$ cat config.mk
export PLATFORM = sky130hd
export DESIGN_NAME = uart_transmit_cfg
export DESIGN_NICKNAME = d
export VERILOG_FILES = /design/src/rtl/uart_pkg.sv /design/src/rtl/uart_tx_fifo.sv /design/src/rtl/uart_transmit_cfg.sv
export SDC_FILE = /design/constraint.sdc
export NUM_CORES = 1
export LEC_CHECK = 0
export CORE_MARGIN = 2
export CORE_UTILIZATION = 36
export CTS_CLUSTER_DIAMETER = 30
export DETAILED_ROUTE_END_ITERATION = 16
export GPL_ROUTABILITY_DRIVEN = 0
export MAX_ROUTING_LAYER = met4
export PLACE_DENSITY = 0.5
export SLEW_MARGIN = 10
export SYNTH_ARGS = -nofsm -noshare
export SYNTH_HDL_FRONTEND = slang
export SYNTH_SLANG_ARGS = --single-unit
$ cat constraint.sdc
create_clock -name clk_in -period 3.1 [get_ports clk_in]
set_input_delay 0.31 -clock clk_in [delete_from_list [all_inputs] [get_ports clk_in]]
set_output_delay 0.31 -clock clk_in [all_outputs]
set_load 0.005 [all_outputs]
$ cat src/rtl/uart_pkg.sv
// Shared types and helpers for the configurable UART transmitter.
package uart_pkg;

    typedef enum logic [2:0] {
        IDLE,
        START,
        DATA,
        PARITY,
        STOP
    } tx_state_t;

    typedef enum logic [1:0] {
        PAR_NONE = 2'd0,
        PAR_ODD  = 2'd1,
        PAR_EVEN = 2'd2
    } parity_t;

    // Clock cycles spent on each line bit (integer divide).
    function automatic int cycles_per_bit(input int freq, input int baud);
        return freq / baud;
    endfunction

endpackage

$ cat src/rtl/uart_tx_fifo.sv
// Show-ahead synchronous FIFO with asynchronous reset; head is valid while not empty.
module uart_tx_fifo #(
    parameter int WIDTH = 8,
    parameter int DEPTH = 16
) (
    input  logic                     clk_in,
    input  logic                     rst_in,
    input  logic                     wr_en,
    input  logic [WIDTH-1:0]         din,
    input  logic                     rd_en,
    output logic [WIDTH-1:0]         dout,
    output logic [$clog2(DEPTH):0]   count,
    output logic                     full,
    output logic                     empty
);

    localparam int AW = $clog2(DEPTH);

    logic [WIDTH-1:0] mem_q [DEPTH];
    logic [AW-1:0]    wr_ptr_q, wr_ptr_d;
    logic [AW-1:0]    rd_ptr_q, rd_ptr_d;
    logic [AW:0]      count_q, count_d;
    logic             wr_ok, rd_ok;

    assign full  = (count_q == (AW+1)'(DEPTH));
    assign empty = (count_q == '0);
    assign count = count_q;
    assign dout  = mem_q[rd_ptr_q];

    // A write while full is dropped even if a pop happens in the same cycle.
    assign wr_ok = wr_en && !full;
    assign rd_ok = rd_en && !empty;

    // Pointer and occupancy next-state; pointers wrap naturally at DEPTH.
    always_comb begin
        wr_ptr_d = wr_ptr_q;
        rd_ptr_d = rd_ptr_q;
        count_d  = count_q;
        if (wr_ok) wr_ptr_d = wr_ptr_q + 1'b1;
        if (rd_ok) rd_ptr_d = rd_ptr_q + 1'b1;
        case ({wr_ok, rd_ok})
            2'b10:   count_d = count_q + 1'b1;
            2'b01:   count_d = count_q - 1'b1;
            default: count_d = count_q;
        endcase
    end

    // Pointer and occupancy registers.
    always_ff @(posedge clk_in or posedge rst_in) begin
        if (rst_in) begin
            wr_ptr_q <= '0;
            rd_ptr_q <= '0;
            count_q  <= '0;
        end else begin
            wr_ptr_q <= wr_ptr_d;
            rd_ptr_q <= rd_ptr_d;
            count_q  <= count_d;
        end
    end

    // Storage array; contents need no reset because occupancy gates reads.
    always_ff @(posedge clk_in) begin
        if (wr_ok) mem_q[wr_ptr_q] <= din;
    end

endmodule

$ cat src/rtl/uart_transmit_cfg.sv
// Configurable UART transmitter: FIFO-fed frame FSM with parity and 1/2 stop bits.
module uart_transmit_cfg
    import uart_pkg::*;
#(
    parameter int INPUT_CLOCK_FREQ = 100_000_000,
    parameter int BAUD_RATE        = 9600,
    parameter int DATA_BITS        = 8,
    parameter int PARITY           = 0,
    parameter int STOP_BITS        = 1,
    parameter int FIFO_DEPTH       = 16
) (
    input  logic                          clk_in,
    input  logic                          rst_in,
    input  logic [DATA_BITS-1:0]          data_byte_in,
    input  logic                          trigger_in,
    output logic                          ready_out,
    output logic                          overflow_out,
    output logic [$clog2(FIFO_DEPTH):0]   fifo_count_out,
    output logic                          busy_out,
    output logic                          tx_wire_out
);

    localparam int CPB  = cycles_per_bit(INPUT_CLOCK_FREQ, BAUD_RATE);
    localparam int CW   = (CPB > 1) ? $clog2(CPB) : 1;
    localparam int MAXB = (DATA_BITS > STOP_BITS) ? DATA_BITS : STOP_BITS;
    localparam int BW   = (MAXB > 1) ? $clog2(MAXB) : 1;

    localparam logic [CW-1:0] CYC_LAST  = CW'(CPB - 1);
    localparam logic [BW-1:0] DATA_LAST = BW'(DATA_BITS - 1);
    localparam logic [BW-1:0] STOP_LAST = BW'(STOP_BITS - 1);
    localparam bit            HAS_PAR   = (PARITY != int'(PAR_NONE));
    localparam bit            ODD_PAR   = (PARITY == int'(PAR_ODD));

    tx_state_t            state_q, state_d;
    logic [CW-1:0]        cyc_q, cyc_d;
    logic [BW-1:0]        bit_q, bit_d;
    logic [DATA_BITS-1:0] shift_q, shift_d;
    logic                 par_q, par_d;
    logic                 tx_q, tx_d;
    logic                 busy_q, busy_d;
    logic                 overflow_q;

    logic                 fifo_full, fifo_empty, pop, cyc_end;
    logic [DATA_BITS-1:0] fifo_head;

    assign ready_out    = !fifo_full;
    assign overflow_out = overflow_q;
    assign busy_out     = busy_q;
    assign tx_wire_out  = tx_q;

    uart_tx_fifo #(
        .WIDTH (DATA_BITS),
        .DEPTH (FIFO_DEPTH)
    ) u_fifo (
        .clk_in (clk_in),
        .rst_in (rst_in),
        .wr_en  (trigger_in && ready_out),
        .din    (data_byte_in),
        .rd_en  (pop),
        .dout   (fifo_head),
        .count  (fifo_count_out),
        .full   (fifo_full),
        .empty  (fifo_empty)
    );

    assign cyc_end = (cyc_q == CYC_LAST);

    // Frame sequencing: next state, counters, shift register and FIFO pop.
    // The line and busy flops are driven from the current state, so they
    // trail the FSM by one cycle; that gives the two-edge write-to-start latency.
    always_comb begin
        state_d = state_q;
        cyc_d   = cyc_q;
        bit_d   = bit_q;
        shift_d = shift_q;
        par_d   = par_q;
        pop     = 1'b0;
        tx_d    = 1'b1;
        busy_d  = (state_q != IDLE) || !fifo_empty;

        case (state_q)
            IDLE: begin
                tx_d = 1'b1;
                if (!fifo_empty) begin
                    pop     = 1'b1;
                    shift_d = fifo_head;
                    par_d   = ODD_PAR ? ~^fifo_head : ^fifo_head;
                    cyc_d   = '0;
                    bit_d   = '0;
                    state_d = START;
                end
            end
            START: begin
                tx_d = 1'b0;
                if (cyc_end) begin
                    cyc_d   = '0;
                    state_d = DATA;
                end else begin
                    cyc_d = cyc_q + 1'b1;
                end
            end
            DATA: begin
                tx_d = shift_q[0];
                if (cyc_end) begin
                    cyc_d   = '0;
                    shift_d = shift_q >> 1;
                    if (bit_q == DATA_LAST) begin
                        bit_d   = '0;
                        state_d = HAS_PAR ? uart_pkg::PARITY : STOP;
                    end else begin
                        bit_d = bit_q + 1'b1;
                    end
                end else begin
                    cyc_d = cyc_q + 1'b1;
                end
            end
            uart_pkg::PARITY: begin
                tx_d = par_q;
                if (cyc_end) begin
                    cyc_d   = '0;
                    bit_d   = '0;
                    state_d = STOP;
                end else begin
                    cyc_d = cyc_q + 1'b1;
                end
            end
            STOP: begin
                tx_d = 1'b1;
                if (cyc_end) begin
                    cyc_d = '0;
                    if (bit_q == STOP_LAST) begin
                        bit_d = '0;
                        if (!fifo_empty) begin
                            pop     = 1'b1;
                            shift_d = fifo_head;
                            par_d   = ODD_PAR ? ~^fifo_head : ^fifo_head;
                            state_d = START;
                        end else begin
                            state_d = IDLE;
                        end
                    end else begin
                        bit_d = bit_q + 1'b1;
                    end
                end else begin
                    cyc_d = cyc_q + 1'b1;
                end
            end
            default: begin
                state_d = IDLE;
            end
        endcase
    end

    // State, counters and registered outputs; reset aborts any frame at once.
    always_ff @(posedge clk_in or posedge rst_in) begin
        if (rst_in) begin
            state_q    <= IDLE;
            cyc_q      <= '0;
            bit_q      <= '0;
            shift_q    <= '0;
            par_q      <= 1'b0;
            tx_q       <= 1'b1;
            busy_q     <= 1'b0;
            overflow_q <= 1'b0;
        end else begin
            state_q    <= state_d;
            cyc_q      <= cyc_d;
            bit_q      <= bit_d;
            shift_q    <= shift_d;
            par_q      <= par_d;
            tx_q       <= tx_d;
            busy_q     <= busy_d;
            overflow_q <= trigger_in && fifo_full;
        end
    end

endmodule
==> results.md <==
- Overall power consumption after layout is estimated at 5.675 mW.
- The first global-routing pass estimated 23.81 mm of wire.
- From bottom edge to top edge, the die measures between 100 and 150 µm.
- The initial antenna violation count was 0.
- The number of global-route vias before repair is 4106.
- The total number of vias is between 4000 and 5000.
- The number of hold violations in the final report was 0.
- The cell with the biggest individual delay on the critical path is sky130_fd_sc_hd__dfrtp_1.
- The end of the critical path is u_fifo.count[4].
- The count of nets left with antenna violations after detail routing is 0.
- The H-tree was split into 4 levels.
- TritonCTS built the clock tree.
- The post-synthesis register bit count is 173.
- After clock tree synthesis, the clock-pin slew on the worst setup and hold paths is 70 ps.
- The sequential share of the synthesized area is 0.6683.
- The initial core utilization is 0.3676.
- The synthesized netlist contains 52 unique library cells.
- After floorplanning, the core was sized to cover 20230 µm².
- Input and output buffers added on the ports amount to 19.
- Entering global routing, the biggest net connects 35 pins.
- The number of cells on the worst reg-to-reg path is 15.
- The number of core rows is 52.
- The run finished with clean final reports.
- For this run, the post-layout net count is 543.
- Sorting the synthesized cells by area gives the leading types as sky130_fd_sc_hd__edfxtp_1 (52%), sky130_fd_sc_hd__dfrtp_1 (15%), sky130_fd_sc_hd__mux4_2 (6.1%).
- The global routing usage summed across all routing layers is 0.1512.
- The count of flip-flops with a built-in enable after synthesis is between 100 and 150.
- The clock passes through at most 2 buffers.
- Walking the worst path, the cells encountered are ha_1, and3_1, nand3_1, o21ai_0, nand3_1, inv_1, ha_2, inv_1, fa_1, inv_1, a21o_1, a21oi_1, xnor2_1, nor2_1, xor2_1.
- For this run, the top clock speed supported by timing is 351.2 MHz.
- The most numerous cell type found on the critical path is sky130_fd_sc_hd__inv_1.
- The number of clock sinks is 173.
- The peak supply drop is 0.3636 mV.
- The data required time at the worst endpoint is 3450 ps.
- The worst setup path startpoint is cyc_q[1].
- The total grt overflow is 0.
- The latest clock arrival within the worst-skew pair is 440 ps.
- The number of nets in the synthesized netlist is 499.
- Measured against its own limit, the worst slew margin works out to 0.4890.
- In the routed design, unresolved DRC markers number 0.
- The count of maximum capacitance violations is 0.
- The cell taking the most area after synthesis is sky130_fd_sc_hd__edfxtp_1.
- In this run, the number of DRC markers left after iteration 0 of detailed routing was slightly above 300.
- After clock tree synthesis, the setup repair step added 0 buffers.
- The number of ports placed on the die boundary is 20.
- The fraction of registers with async set/reset is 0.2601.
- The worst flop-to-flop path startpoint is cyc_q[1].
- The leakage power is 3.213 nW.
- Setup repair after global routing left no endpoint under its margin.
- The reg-to-reg critical path endpoint is u_fifo.count[4].
- The sum of negative setup slack is 0 ps.
- In this run the horizontal extent of the chip is ~150 µm.
- For this design the ratio of total power to cell area is roughly 650 nW/µm².
- Detailed placement ended at an HPWL of a little under 10 mm.
- During synthesis, Yosys emitted a total of 0 warnings.
- The final critical path time including I/O delays and setup is approximately 2800 ps.
- The area of the die is 21830 µm².
- The synthesized netlist occupies a cell area of 7438 µm².
- The share of the synthesized area in the top cell type is 0.5167.
- The total clock buffers created by CTS is 17.
- The worst-margin pin slew is 764.2 ps.
- The worst setup path is launched from a flop.
- The setup violation total in the final timing report is 0.
- The total wire length is 15.07 mm.
- In the finished design, the share of the clock period the worst path needs comes to 0.9186.
- The relative area change from synthesis to final layout is 17.16%.
- The wire length per cell is 18.81 µm.
- Counting every instance in the synthesized netlist gives between 400 and 500.
- Clock tree synthesis selected as its root buffer the cell sky130_fd_sc_hd__clkbuf_16.
- Data on the critical path arrives at its endpoint at ~3200 ps.
- After detailed routing, the number of vias per cell comes to between 5 and 6.
- The number of iterations in the first detailed-routing pass is 4.
- Averaged over all synthesized cells, the footprint is 15.69 µm².
- In this design, the stage delay of the slowest critical-path cell is 420 ps.
- The largest fanout of any net on the critical path is 5.
- The worst setup path is captured at a flop.
- In the final layout, the share of cells above drive strength 1 is 0.1827.
- The number of antenna diodes is 0.
- The number of fill cells is 1786.
- The worst setup skew after layout is 29.80 ps.
- In this run the worst hold path is classified as in -> async.
- The final count of pins violating max slew came to 0.
- The flop-to-flop setup slack is 250 ps.
- The setup path with the least slack is of type reg -> reg.
- The most used flip-flop cell after synthesis is sky130_fd_sc_hd__edfxtp_1.
## stage by stage
step,worst slack [ps],utilization,hold slack [ps],area (µm²),instances
2_1_floorplan,298.6,-,408.9,7438,474
3_3_place_gp,246.7,0.3990,461.8,8074,769
3_5_place_dp,169.4,0.3990,475.1,8074,769
4_1_cts,117.7,0.4293,295.0,8686,801
5_1_grt,27.18,0.4307,345.9,8715,801
6_report,252.4,0.4307,285.7,8715,801
## how the worst min path moves through the flow
stage / end / from / slack [ps]
2_1_floorplan: u_fifo.mem_q[0][0] / data_byte_in[0] / 410
3_3_place_gp: shift_q[6] / shift_q[6] / 460
3_5_place_dp: shift_q[6] / shift_q[6] / 480
4_1_cts: overflow_out / rst_in / 300
5_1_grt: cyc_q[3] / rst_in / 350
6_report: overflow_out / rst_in / 290
## flip-flops by register name (all words and copies together), names as in the netlist
signal and cells:
u_fifo.count 5, u_fifo.rd_ptr_q 4, u_fifo.mem_q 128, par_q 1, overflow_out 1, tx_wire_out 1, shift_q 8, state_q 3
bit_q 3, cyc_q 14, u_fifo.wr_ptr_q 4, busy_out 1
## cell usage after synthesis (3+ instances only)
cell type / n
sky130_fd_sc_hd__ha_1: 13
sky130_fd_sc_hd__inv_1: 14
sky130_fd_sc_hd__edfxtp_1: 128
sky130_fd_sc_hd__nor2_1: 33
sky130_fd_sc_hd__clkbuf_1: 11
sky130_fd_sc_hd__and3_1: 3
sky130_fd_sc_hd__a21oi_1: 7
sky130_fd_sc_hd__nand2_1: 38
sky130_fd_sc_hd__nor2b_1: 3
sky130_fd_sc_hd__a22oi_1: 16
sky130_fd_sc_hd__dfrtp_1: 44
sky130_fd_sc_hd__and2_1: 3
sky130_fd_sc_hd__nand4_1: 6
sky130_fd_sc_hd__nand3_1: 11
sky130_fd_sc_hd__o21ai_0: 18
sky130_fd_sc_hd__a31oi_1: 3
sky130_fd_sc_hd__xnor2_1: 17
sky130_fd_sc_hd__buf_2: 4
sky130_fd_sc_hd__clkdlybuf4s25_2: 3
sky130_fd_sc_hd__nand2b_1: 5
sky130_fd_sc_hd__xor2_1: 12
sky130_fd_sc_hd__buf_6: 3
sky130_fd_sc_hd__nor3_1: 7
sky130_fd_sc_hd__mux2i_1: 10
sky130_fd_sc_hd__mux4_1: 12
sky130_fd_sc_hd__mux4_2: 20
## placed cells by master, fill, tap and decap left out, types with 3 or more instances in the layout
cell type                           n
sky130_fd_sc_hd__nor2b_1            3
sky130_fd_sc_hd__a31oi_1            3
sky130_fd_sc_hd__clkdlybuf4s50_1   19
sky130_fd_sc_hd__mux4_1            12
sky130_fd_sc_hd__inv_1             13
sky130_fd_sc_hd__mux2i_1           10
sky130_fd_sc_hd__clkinv_8           3
sky130_fd_sc_hd__clkbuf_16         17
sky130_fd_sc_hd__a21oi_1            7
sky130_fd_sc_hd__xor2_1            12
sky130_fd_sc_hd__edfxtp_1         128
sky130_fd_sc_hd__nand3_1           11
sky130_fd_sc_hd__and3_1             3
sky130_fd_sc_hd__o21ai_0           18
sky130_fd_sc_hd__nand2_1           38
sky130_fd_sc_hd__a22oi_1           16
sky130_fd_sc_hd__nand4_1            6
sky130_fd_sc_hd__inv_8              5
sky130_fd_sc_hd__buf_4             28
sky130_fd_sc_hd__and2_1             3
sky130_fd_sc_hd__mux4_2            20
sky130_fd_sc_hd__nor3_1             6
sky130_fd_sc_hd__ha_1              12
sky130_fd_sc_hd__dfrtp_1           42
sky130_fd_sc_hd__nor2_1            33
sky130_fd_sc_hd__inv_6              3
sky130_fd_sc_hd__xnor2_1           17
sky130_fd_sc_hd__nand2b_1           5
## final cells by class
type	instances	area [µm²]	area share
clock buffers	17	425.4	0.04882
clock inverters	15	186.4	0.02139
inverters	14	52.55	0.006030
multi-input cells	263	2298	0.2637
flip-flops and latches	173	4974	0.5707
well taps	270	337.8	0.03877
repair buffers	49	440.4	0.05054
## layer usage
layer  wire (µm)  global-route usage  share of wire
met1        6913              0.1976           0.46
met2        7474              0.2335           0.50
met3         395             0.03364          0.026
met4         287             0.05577          0.019
met5           0                   -              0
## repair_timing
item                                    CTS  global route
hold buffers                              0             0
resized for setup                         0             5
hold endpoints to repair                  0             0
endpoints found under the setup margin    0             1
## worst max-delay path: cells and delay by family (launching register included)
family                     cells  cell delay [ps]
and+or+nand+nor                4              610
xor gates and xnor gates       2              270
AOI/OAI and AO/OA              3              370
buffers and inverters          3              240
DFF                            1              420
adders and majority gates      3              850
## report_power, final
| part | switching (mW) | internal (mW) |
|---|---|---|
| logic | 0.372 | 0.299 |
| registers | 0.117 | 2.72 |
| clock network | 1.00 | 1.16 |
| total | 1.49 | 4.18 |
## cells by family (layout without fill, tap and decap cells)
| group | after synthesis | count (layout) | synth area share |
|---|---|---|---|
| compound gates | 57 | 57 | 0.04912 |
| xor+xnor | 29 | 29 | 0.03415 |
| fa+ha+maj | 14 | 14 | 0.02456 |
| buf+inv | 38 | 95 | 0.02641 |
| flops | 173 | 173 | 0.6683 |
| mux | 43 | 43 | 0.1179 |
| simple gates | 120 | 120 | 0.07956 |
Note: power is estimated with default switching activity, not from simulation.
